--- config.mk ---
export PLATFORM = sky130hd
export DESIGN_NAME = bitslam_write_seq_flat
export DESIGN_NICKNAME = d
export VERILOG_FILES = /design/src/rtl/bitslam_pkg.sv /design/src/rtl/bitslam_write_seq_if.sv /design/src/rtl/bitslam_fifo.sv /design/src/rtl/bitslam_write_seq.sv /design/src/flat_wrapper.sv
export SDC_FILE = /design/constraint.sdc
export NUM_CORES = 1
export LEC_CHECK = 0
export ABC_AREA = 1
export ABC_CLOCK_PERIOD_IN_PS = 2100
export BUFFER_PORTS_ARGS = -buffer_cell sky130_fd_sc_hd__buf_2
export CAP_MARGIN = 25
export CORE_MARGIN = 2
export CORE_UTILIZATION = 25
export DETAILED_ROUTE_END_ITERATION = 16
export GPL_ROUTABILITY_DRIVEN = 1
export PLACE_DENSITY = 0.39
export SLEW_MARGIN = 0
export SYNTH_ARGS = -nofsm -noshare
export SYNTH_HDL_FRONTEND = slang
export SYNTH_SLANG_ARGS = --single-unit
--- constraint.sdc ---
create_clock -name clk -period 2.1 [get_ports clk]
set_input_delay 0.21 -clock clk [delete_from_list [all_inputs] [get_ports clk]]
set_output_delay 0.21 -clock clk [all_outputs]
set_load 0.005 [all_outputs]
--- src/rtl/bitslam_pkg.sv ---
// bitslam_pkg: shared constants, widths and FSM state type for the bitslam write path
//   ADDR_*   : synth register addresses
//   ADDR_W/DATA_W : bus field widths
//   state_t  : sequencer FSM states; wr_t : one queued register write
package bitslam_pkg;
   localparam int ADDR_W = 3;
   localparam int DATA_W = 6;
   localparam logic [ADDR_W-1:0] ADDR_V0_DIV = 3'd0;
   localparam logic [ADDR_W-1:0] ADDR_V0_TAP = 3'd1;
   localparam logic [ADDR_W-1:0] ADDR_V1_DIV = 3'd2;
   localparam logic [ADDR_W-1:0] ADDR_V1_TAP = 3'd3;
   localparam logic [ADDR_W-1:0] ADDR_MIX    = 3'd4;
   typedef enum logic [1:0] {IDLE, ADDR, DATA} state_t;
   typedef struct packed {
      logic [ADDR_W-1:0] addr;
      logic [DATA_W-1:0] data;
   } wr_t;
endpackage

--- src/rtl/bitslam_write_seq_if.sv ---
// bitslam_write_seq_if: request handshake plus synth bus and status signals
//   master : requester side (drives req_*, observes bus/status)
//   slave  : sequencer side (accepts req_*, drives bus/status)
interface bitslam_write_seq_if import bitslam_pkg::*; #(parameter int DEPTH = 4);
   logic                    req_valid;
   logic                    req_ready;
   logic [ADDR_W-1:0]       req_addr;
   logic [DATA_W-1:0]       req_data;
   logic                    bus_sel;
   logic [DATA_W-1:0]       bus_addr_data;
   logic                    busy;
   logic [$clog2(DEPTH):0]  fifo_level;
   modport master (output req_valid, req_addr, req_data,
                   input  req_ready, bus_sel, bus_addr_data, busy, fifo_level);
   modport slave  (input  req_valid, req_addr, req_data,
                   output req_ready, bus_sel, bus_addr_data, busy, fifo_level);
endinterface

--- src/rtl/bitslam_fifo.sv ---
// bitslam_fifo: synchronous FIFO with combinational head
//   i_push/i_din : write (ignored when full)   i_pop : read (ignored when empty)
//   o_head : oldest entry   o_full/o_empty/o_level : occupancy status
module bitslam_fifo #(
   parameter int DEPTH = 4,
   parameter int W     = 9
) (
   input  logic                     clk,
   input  logic                     rst,
   input  logic                     i_push,
   input  logic                     i_pop,
   input  logic [W-1:0]             i_din,
   output logic [W-1:0]             o_head,
   output logic                     o_full,
   output logic                     o_empty,
   output logic [$clog2(DEPTH):0]   o_level
);
   localparam int AW = $clog2(DEPTH);
   logic [W-1:0]  r_mem [DEPTH];
   logic [AW-1:0] r_wp, r_rp;
   logic [AW:0]   r_level;
   logic          w_push, w_pop;
   assign o_full  = r_level == (AW+1)'(DEPTH);
   assign o_empty = r_level == '0;
   assign o_level = r_level;
   assign o_head  = r_mem[r_rp];
   assign w_push  = i_push & ~o_full;
   assign w_pop   = i_pop & ~o_empty;
   always_ff @(posedge clk)
      if (w_push) r_mem[r_wp] <= i_din;
   always_ff @(posedge clk) begin
      if (rst) begin
         r_wp    <= '0;
         r_rp    <= '0;
         r_level <= '0;
      end else begin
         if (w_push) r_wp <= r_wp + 1'b1;
         if (w_pop)  r_rp <= r_rp + 1'b1;
         r_level <= r_level + {{AW{1'b0}}, w_push} - {{AW{1'b0}}, w_pop};
      end
   end
endmodule

--- src/rtl/bitslam_write_seq.sv ---
// bitslam_write_seq: queues register writes and serialises them onto the synth's two-phase bus
//   clk/rst : clock, synchronous active-high reset
//   io      : req_valid/req_ready/req_addr/req_data in, bus_sel/bus_addr_data/busy/fifo_level out
module bitslam_write_seq import bitslam_pkg::*; #(
   parameter int DEPTH = 4
) (
   input  logic                 clk,
   input  logic                 rst,
   bitslam_write_seq_if.slave   io
);
   wr_t               w_head;
   logic              w_full, w_empty, w_pop, w_hit;
   state_t            r_state;
   logic [ADDR_W-1:0] r_cur_addr;
   logic [DATA_W-1:0] r_data;
   logic              r_sel;
   logic [DATA_W-1:0] r_bus;
   bitslam_fifo #(.DEPTH(DEPTH), .W(ADDR_W + DATA_W)) u_fifo (
      .clk     (clk),
      .rst     (rst),
      .i_push  (io.req_valid & io.req_ready),
      .i_pop   (w_pop),
      .i_din   ({io.req_addr, io.req_data}),
      .o_head  (w_head),
      .o_full  (w_full),
      .o_empty (w_empty),
      .o_level (io.fifo_level)
   );
   // ADDR always proceeds to its own DATA, so only IDLE/DATA may take the next entry
   assign w_pop            = (r_state != ADDR) & ~w_empty;
   assign w_hit            = w_head.addr == r_cur_addr;
   assign io.req_ready     = ~w_full;
   assign io.busy          = (r_state != IDLE) | ~w_empty;
   assign io.bus_sel       = r_sel;
   assign io.bus_addr_data = r_bus;
   always_ff @(posedge clk) begin
      if (rst) begin
         r_state    <= IDLE;
         r_cur_addr <= '0;
         r_data     <= '0;
         r_sel      <= 1'b0;
         r_bus      <= '0;
      end else if (w_pop) begin
         r_data  <= w_head.data;
         r_state <= w_hit ? DATA : ADDR;
         r_sel   <= w_hit;
         r_bus   <= w_hit ? w_head.data : {3'b000, w_head.addr};
         if (!w_hit) r_cur_addr <= w_head.addr;
      end else if (r_state == ADDR) begin
         r_state <= DATA;
         r_sel   <= 1'b1;
         r_bus   <= r_data;
      end else begin
         // idle drive re-latches the synth's current address, which is harmless
         r_state <= IDLE;
         r_sel   <= 1'b0;
         r_bus   <= {3'b000, r_cur_addr};
      end
   end
endmodule
--- src/flat_wrapper.sv ---
// flat-port wrapper written by rule: the top's interface ports become plain ports
module bitslam_write_seq_flat import bitslam_pkg::*;
#(
   parameter int DEPTH = 4
)
  (clk, rst, io_req_valid, io_req_addr, io_req_data, io_req_ready, io_bus_sel, io_bus_addr_data, io_busy, io_fifo_level);
  bitslam_write_seq_if #(.DEPTH(DEPTH)) io_i ();
  input  logic clk;
  input  logic rst;
  input wire logic [$bits(io_i.req_valid)-1:0] io_req_valid;
  input wire logic [$bits(io_i.req_addr)-1:0] io_req_addr;
  input wire logic [$bits(io_i.req_data)-1:0] io_req_data;
  output wire logic [$bits(io_i.req_ready)-1:0] io_req_ready;
  output wire logic [$bits(io_i.bus_sel)-1:0] io_bus_sel;
  output wire logic [$bits(io_i.bus_addr_data)-1:0] io_bus_addr_data;
  output wire logic [$bits(io_i.busy)-1:0] io_busy;
  output wire logic [$bits(io_i.fifo_level)-1:0] io_fifo_level;
  assign io_i.req_valid = io_req_valid;
  assign io_i.req_addr = io_req_addr;
  assign io_i.req_data = io_req_data;
  assign io_req_ready = io_i.req_ready;
  assign io_bus_sel = io_i.bus_sel;
  assign io_bus_addr_data = io_i.bus_addr_data;
  assign io_busy = io_i.busy;
  assign io_fifo_level = io_i.fifo_level;
  bitslam_write_seq #(.DEPTH(DEPTH)) u_core (.clk(clk), .rst(rst), .io(io_i));
endmodule
# [Word level (Yosys, flattened, before mapping)]
# Memories as Yosys holds them, arrays and structs flattened. A register that Yosys moved wholly into a read port is not among the register bits.
# Cells that the tools add are included.
[word_totals] reg_bits=25 mem_bits_rw=36 in_bits=12 output_inout_bits=12 word_cells=40 n_memories=1
[classes] add_sub_neg=4 eq_ne=4 muxes=12 bitwise=8 n_reduce_logical=3
[memory_table] memory="u_core.u_fifo.r_mem" words=4 word_bits=9 rd=1 rd_ports_with_merged_regs=1 write_ports=1 line="bitslam_fifo.sv:19" rtl="logic [W-1:0] r_mem [DEPTH];"
[ops] cell="$mux 6" count=3
[ops] cell="$mux 2" count=5
[ops] cell="$add 2x1->2 const B" count=2
[ops] cell="$and 1x1->1" count=4
[ops] cell="$mux 1" count=4
[ops] cell="$add 3x1->3" count=1
[ops] cell="$eq 3x3->1" count=1
[ops] cell="$eq 3x3->1 const B" count=1
[ops] cell="$logic_not 3->1" count=1
[ops] cell="$not 1->1" count=3
[ops] cell="$sub 3x1->3" count=1
[ops] cell="$eq 2x1->1 const B" count=1
[ops] cell="$ne 2x1->1 const B" count=1
[ops] cell="$reduce_and 2->1" count=1
[ops] cell="$reduce_bool 2->1" count=1
[ops] cell="$or 1x1->1" count=1

# [Depth between registers and ports, before layout]
# Gate-level depths: netlist of the first run.
[depth] ltp_word=6 mapped_depth=13 mapped_depth_nobuf=11

# [By module]
# From an unflattened synthesis of the first run, not the netlist that was laid out.
[unflattened] hier_cells=288 area_unflattened_um2=2790.2
[by_module_without_submodules] module="bitslam_fifo" instances=1 cells_per_inst=155 area_each_um2=1936.9 seq_area_each_um2=1261.2
[by_module_without_submodules] module="bitslam_write_seq" instances=1 cells_per_inst=133 area_each_um2=853.3 seq_area_each_um2=340.3

# [Least setup slack after synthesis of the first run]
# Ideal clock, no wire load.
[synth_path] path_type="flip-flop to flip-flop" startpoint="reg u_core.u_fifo.r_level[1] (netlist: u_core.u_fifo.o_level[1])" endpoint="reg u_core.u_fifo.r_level[2] (netlist: u_core.u_fifo.o_level[2])" setup_time_ps=70 arrival_time_ps=1941 required_time_ps=2030 slack_ps=89 path_stages_with_launch=12 synth_period_minus_slack_ps=2011 cell_sequence="dfxtp_1 > nor3_2 > nor2_2 > buf_2 > ha_1 > inv_1 > ha_1 > inv_1 > fa_1 > inv_1 > o21ai_0 > a21oi_1"
[synth_rtl] element="start: declaration" line="bitslam_fifo.sv:21" rtl="logic [AW:0] r_level;"
[synth_rtl] element="start signal: assignment" line="bitslam_fifo.sv:39" rtl="r_level <= r_level + {{AW{1'b0}}, w_push} - {{AW{1'b0}}, w_pop};"
[synth_rtl] element="$logic_not 3->1" line="bitslam_fifo.sv:24" rtl="assign o_empty = r_level == '0;"
[synth_rtl] element="$not 1->1" line="bitslam_write_seq.sv:30" rtl="assign w_pop = (r_state != ADDR) & ~w_empty;"
[synth_rtl] element="$and 1x1->1" line="bitslam_write_seq.sv:30"
[synth_rtl] element="net u_core.u_fifo.i_pop" line="bitslam_fifo.sv:11" rtl="input logic i_pop,"
[synth_rtl] element="$and 1x1->1" line="bitslam_fifo.sv:28" rtl="assign w_pop = i_pop & ~o_empty;"
[synth_rtl] element="$sub 3x1->3" line="bitslam_fifo.sv:39"
# The timed path passes the listed nets, and every way through them passes these cells.
# A chain may end at the register's enable or synchronous reset.

# [Worst setup path after layout of the first run]
[layout_path] startpoint="reg u_core.u_fifo.r_level[1] (netlist: u_core.u_fifo.o_level[1])" endpoint="reg u_core.u_fifo.r_level[2] (netlist: u_core.u_fifo.o_level[2])"
[layout_between] elab_chain_cells=6
[layout_rtl] element="$eq 3x3->1" line="bitslam_fifo.sv:23" rtl="assign o_full = r_level == (AW+1)'(DEPTH);"
[layout_rtl] element="$not 1->1" line="bitslam_fifo.sv:27, bitslam_write_seq.sv:32"
[layout_rtl] element="$and 1x1->1" line="bitslam_write_seq.sv:21" rtl=".i_push (io.req_valid & io.req_ready),"
[layout_rtl] element="$and 1x1->1" line="bitslam_fifo.sv:27" rtl="assign w_push = i_push & ~o_full;"
[layout_rtl] element="$add 3x1->3" line="bitslam_fifo.sv:39"
[layout_rtl] element="$sub 3x1->3 *" line="bitslam_fifo.sv:39"
# Mark *: on every way between the ends. The rest lies on a longest branch, timed or not.

==> results of run 1 <==
[cell usage in the layout (no fill, tap or decap), drive strengths merged]
master / count
clkinv: 3
buf: 35
ha: 6
clkbuf: 11
nand3: 23
bufinv: 2
o21a: 3
nand2: 52
o211ai: 2
o21bai: 1
o22ai: 1
edfxtp: 36
nor2: 30
a22oi: 1
xnor2: 1
fa: 1
a21oi: 14
and3: 1
inv: 23
nand4: 1
dfxtp: 26
o21ai: 13
o22a: 2
nor3: 3
[cells by family (layout without fill, tap and decap cells)]
| group | Yosys count | after routing |
|---|---|---|
| AND/OR/NAND/NOR | 110 | 110 |
| adder cells (fa/ha/maj) | 7 | 7 |
| AO/OA/AOI/OAI | 37 | 37 |
| buffers and inverters | 32 | 74 |
| XOR/XNOR | 1 | 1 |
| flip-flops | 62 | 62 |
[final cells by class]
cell class	instances	share of cell area, %
flip-flops and latches	62	51.5
multi-input cells	155	26.4
repair buffers	35	7.00
well taps	136	5.48
clock buffers	11	4.23
inverters	23	2.94
clock inverters	5	2.38
[metrics by stage]
stage	cell area (um2)	utilization, %	worst slack [ps]
floorplan	2570	-	89.0
global placement	2900	28.6	222
detailed placement	2900	28.6	172
CTS	3110	30.7	144
global route	3110	30.7	34.1
finish	3110	30.7	160
[worst max path at each step]
| stage | startpoint | endpoint | slack, ps | depth (start not counted) |
|---|---|---|---|---|
| finish | u_core.u_fifo.o_level[1] | u_core.u_fifo.o_level[2] | 160 | 10 |
| global route | u_core.u_fifo.o_level[1] | u_core.u_fifo.o_level[2] | 30 | 10 |
| CTS | u_core.u_fifo.o_level[1] | u_core.u_fifo.o_level[2] | 140 | 10 |
| detailed placement | u_core.u_fifo.o_level[1] | u_core.u_fifo.o_level[2] | 170 | 10 |
| global placement | u_core.u_fifo.o_level[1] | u_core.u_fifo.o_level[2] | 220 | 10 |
| floorplan | u_core.u_fifo.o_level[1] | u_core.u_fifo.o_level[2] | 90 | 11 |
[worst max-delay path, cell delays in order, from the launching register on]
cell,delay (ps)
dfxtp_1,370
nor3_2,290
nor2_2,70
ha_1,290
inv_1,50
ha_1,120
inv_1,50
fa_1,350
inv_1,80
o21ai_0,80
a21oi_1,120
[state kept, by name, indices dropped and copies added (netlist names), named ones only]
name / cells
u_core.u_fifo.r_mem: 36
u_core.io.bus_addr_data: 6
u_core.r_data: 6
u_core.r_cur_addr: 3
u_core.u_fifo.o_level: 3
u_core.u_fifo.r_rp: 2
u_core.u_fifo.r_wp: 2
u_core.io.bus_sel: 1
u_core.r_state: 1
[power by group through the flow]
stage          clock, mW  combinational [mW]  sequential, mW
3_5_place_dp           0                1.70            1.74
5_1_grt             1.21                1.91            1.75
4_1_cts             1.15                1.70            1.72
3_3_place_gp           0                1.70            1.74
6_report            1.11                1.67            1.71
2_1_floorplan          0                1.24            1.69
[per-layer routing]
layer / global-route usage [%] / routed length (um) / vias up
li1: - / - / 907
met5: 0 / 0 / -
met2: 14.6 / 2300 / 27
met1: 14.4 / 2700 / 797
met4: 5.64 / 109 / 0
met3: 2.78 / 205 / 9
==> out/qor.csv, run 1 <==
metric;value;unit
Hold EP;u_core.u_fifo.r_mem[2][0];
Setup crit start kind;flop;
initial antenna violation count;0;
final setup fails;0;
Worst-Skew Late Latency;340;ps
fmax;516;MHz
die height;105;um
largest family of logic cells by synthesized area;simple AND/OR/NAND/NOR gates;
non-filler cells, final;427;
# diodes;0;
YS warnings;0;
CTS Sinks;62;
register area;1600;um2
synth unique cells;29;
die width;105;um
Cells after DPL;411;
Post-synth top cells;nand2_1, edfxtp_1, nor2_1;
Simple-Gate Fraction of Synth Area;19.5;%
critical path fanouts, max;5;
Mean Syn Cell Area;10.3;um2
Filler Cell Count;1036;
skew final;9.77;ps
Residual DRC;0;
maxcap violations;0;
detailed placement HPWL;3670;um
Synth Cell Area;2570;um2
ys flop type;edfxtp_1;
Post-Synth Adder-Cell Area;3.69;%
CTS tree;yes;
Clock Pin Slew Worst Setup and Hold Paths;70;ps
global-route wire length before repair;8600;um
total die area;11100;um2
largest net degree at the start of global routing;17;
worst endpoint required time;2380;ps
gr usage total;10.4;%
ranking of synthesized cells by area;edfxtp_1, dfxtp_1, nand2_1;
R2R Setup Slk;160;ps
P_leak;1.25;nW
DRT iter0 DRCs;103;
post-synthesis sequential area ratio;62.2;%
Synth Net Count;268;
routability cong.;0.696;
post-synthesis cell count;249;
unrepaired setup endpoints after global routing;no;
layout cells sized above 1;22.0;%
Max Slew Vio Count;0;
worst setup path class;reg2reg;
number of buffers created by CTS;9;
Crit path arrival time;2220;ps
clock power share;24.8;%
CTS H-Tree Depth;3;
Total Power;4.49;mW
vias per inst;4.07;
hold-critical path depth;1;
Post-CTS Hold Buffers;0;
FF-to-FF Start;u_core.u_fifo.o_level[1];
Synth top area share;42.0;%
row count;37;
DRT Wirelength;5310;um
area of the multi-input gates;822;um2
Worst Setup End Kind;flop;
outcome;finished, final reports clean;
post-synthesis compound-gate area fraction;8.36;%
number of setup buffers added after CTS;0;
initial core utilization;25.4;%
Slew Limit Headroom;73.8;%
FFs w/ async S/R, synth;0;%
remaining antenna violation count;0;
CORE AREA;10100;um2
NetSw;1.66;mW
WHS;89.3;ps
Nets;305;
area growth from synthesis to layout;20.7;%
grt total ovfl;0;
drt pass-1 iters;4;
R2R depth;10;
number of global-route vias before repair;1609;
HP Start;io_req_data[0];
most frequent cell after synthesis;nand2_1;
# IOs;24;
Resize count post-CTS;0;
Hold/Removal Path Class;in2reg;
Comb pwr share;37.1;%
Worst R2R End;u_core.u_fifo.o_level[2];
EDFF count, synth;36;
Least-Margin Pin Slew;392;ps
Seq cells post-synth;62;
Yosys top cell by area;edfxtp_1;
Final Hold Vio Count;0;
part of the cycle the worst path needs;92.4;%
Max VDD drop;0.381;mV
post-synthesis xor/xnor area fraction;0.340;%
Seq pwr share;38.1;%
minimum clock period;1940;ps
port bufs;23;
pwr dens;1450;nW/um2
mux contribution to synthesized area;0;%
internal power;2.84;mW
Via Count;1740;
DR WL/cell;12.4;um
clock root buffer;clkbuf_8;
setup TNS;0;ps
sw frac;36.9;%
Max clock buf depth;2;
Power figures use the tool's default switching activity.
==> run 2, diff against run 1 <==
--- a/config.mk
+++ b/config.mk
@@ -6,14 +6,14 @@
 export NUM_CORES = 1
 export LEC_CHECK = 0
 export ABC_AREA = 1
-export ABC_CLOCK_PERIOD_IN_PS = 2100
+export ABC_CLOCK_PERIOD_IN_PS = 2300
 export BUFFER_PORTS_ARGS = -buffer_cell sky130_fd_sc_hd__buf_2
 export CAP_MARGIN = 25
-export CORE_MARGIN = 2
+export CORE_MARGIN = 5
 export CORE_UTILIZATION = 25
 export DETAILED_ROUTE_END_ITERATION = 16
 export GPL_ROUTABILITY_DRIVEN = 1
-export PLACE_DENSITY = 0.39
+export PLACE_DENSITY = 0.37
 export SLEW_MARGIN = 0
 export SYNTH_ARGS = -nofsm -noshare
 export SYNTH_HDL_FRONTEND = slang
==> constraint.sdc (replaced) <==
create_clock -name clk -period 2.3 [get_ports clk]
set_input_delay 0.23 -clock clk [delete_from_list [all_inputs] [get_ports clk]]
set_output_delay 0.23 -clock clk [all_outputs]
set_load 0.005 [all_outputs]
==> out/qor.csv, run 2 (synthesis gave the netlist of run 1 again) <==
metric;value;unit
fmax;518;MHz
row count;37;
DRT Wirelength;5610;um
Max clock buf depth;2;
DR WL/cell;13.2;um
Slew Limit Headroom;72.7;%
Residual DRC;0;
register area;1600;um2
Clock Pin Slew Worst Setup and Hold Paths;80;ps
routability cong.;0.710;
clock root buffer;clkbuf_8;
die height;111;um
total die area;12400;um2
final setup fails;0;
CTS H-Tree Depth;3;
grt total ovfl;0;
largest net degree at the start of global routing;19;
global-route wire length before repair;9450;um
Hold/Removal Path Class;in2reg;
initial core utilization;25.3;%
CORE AREA;10200;um2
Least-Margin Pin Slew;410;ps
Final Hold Vio Count;0;
pwr dens;1300;nW/um2
gr usage total;9.90;%
CTS tree;yes;
port bufs;23;
die width;111;um
dpl ws;375;ps
skew final;14.2;ps
Largest Register;u_core.u_fifo.r_mem;
unrepaired setup endpoints after global routing;no;
area growth from synthesis to layout;19.0;%
number of setup buffers added after CTS;0;
layout cells sized above 1;21.8;%
most frequent cells in the layout;nand2_1, edfxtp_1, nor2_1;
CTS Sinks;62;
Worst Setup End Kind;flop;
Filler Cell Count;1088;
Crit path arrival time;2210;ps
outcome;finished, final reports clean;
setup TNS;0;ps
Setup crit start kind;flop;
part of the cycle the worst path needs;84.0;%
Worst-Skew Late Latency;340;ps
vias per inst;4.15;
DRT iter0 DRCs;98;
Via Count;1762;
# IOs;24;
minimum clock period;1930;ps
critical path fanouts, max;5;
Max Slew Vio Count;0;
number of buffers created by CTS;9;
Largest register FFs;36;
detailed placement HPWL;3780;um
area of the multi-input gates;822;um2
most common cell after layout, fill and taps aside;nand2_1;
worst endpoint required time;2580;ps
remaining antenna violation count;0;
number of global-route vias before repair;1855;
Post-Route Utilization;30.1;%
worst setup path class;reg2reg;
# diodes;0;
initial antenna violation count;0;
PnR worst setup slack;369;ps
maxcap violations;0;
Post-CTS Hold Buffers;0;
Resize count post-CTS;0;
Nets;304;
P_leak;1.23;nW
drt pass-1 iters;4;
Max VDD drop;0.347;mV
==> run 2: layout make-up <==
type | instances | share of cell area [%]
well taps | 136 | 5.56
repair buffers | 34 | 6.45
multi-input cells | 155 | 26.8
inverters | 23 | 2.98
flip-flops and latches | 62 | 52.3
clock inverters | 4 | 1.59
clock buffers | 11 | 4.29
==> run 2: layer usage <==
layer  wire [um]  share of wire [%]  track usage (%)  vias up
li1            -                  -                -      910
met2        2480                 44             15.0       26
met3         210                3.7             2.93        9
met1        2810                 50             12.8      817
met5           0                  0                0        -
met4         111                2.0             5.11        0
==> run 2: final timing paths <==
path	startpoint	end	slack, ps	cells past startpoint
setup reg to reg	u_core.u_fifo.o_level[1]	u_core.u_fifo.o_level[2]	370	10
setup / recovery	u_core.u_fifo.o_level[1]	u_core.u_fifo.o_level[2]	370	10
hold / removal	io_req_addr[1]	u_core.u_fifo.r_mem[1][7]	110	1
hold reg to reg	u_core.r_data[5]	u_core.r_data[5]	470	2
==> run 2: critical path, stage by stage, from the launching register on <==
cell	delay, ps
dfxtp_1	380
nor3_2	280
nor2_2	70
ha_1	290
inv_1	50
ha_1	130
inv_1	50
fa_1	350
inv_1	70
o21ai_0	80
a21oi_1	130
==> run 2: report_power, final <==
| part | internal (mW) | switching (mW) |
|---|---|---|
| Clock | 0.493 | 0.418 |
| Combinational | 0.547 | 0.976 |
| Sequential | 1.42 | 0.134 |
| Total | 2.46 | 1.53 |
==> run 2: metrics by stage <==
step | total power, mW | hold WS [ps] | instance area, um2 | instances
after floorplan | 2.68 | 329 | 2570 | 249
after global placement | 3.15 | 452 | 2880 | 410
after detailed placement | 3.14 | 453 | 2880 | 410
after CTS | 4.07 | 93.5 | 3060 | 425
after global routing | 4.38 | 94.3 | 3060 | 425
final | 3.99 | 106 | 3060 | 425
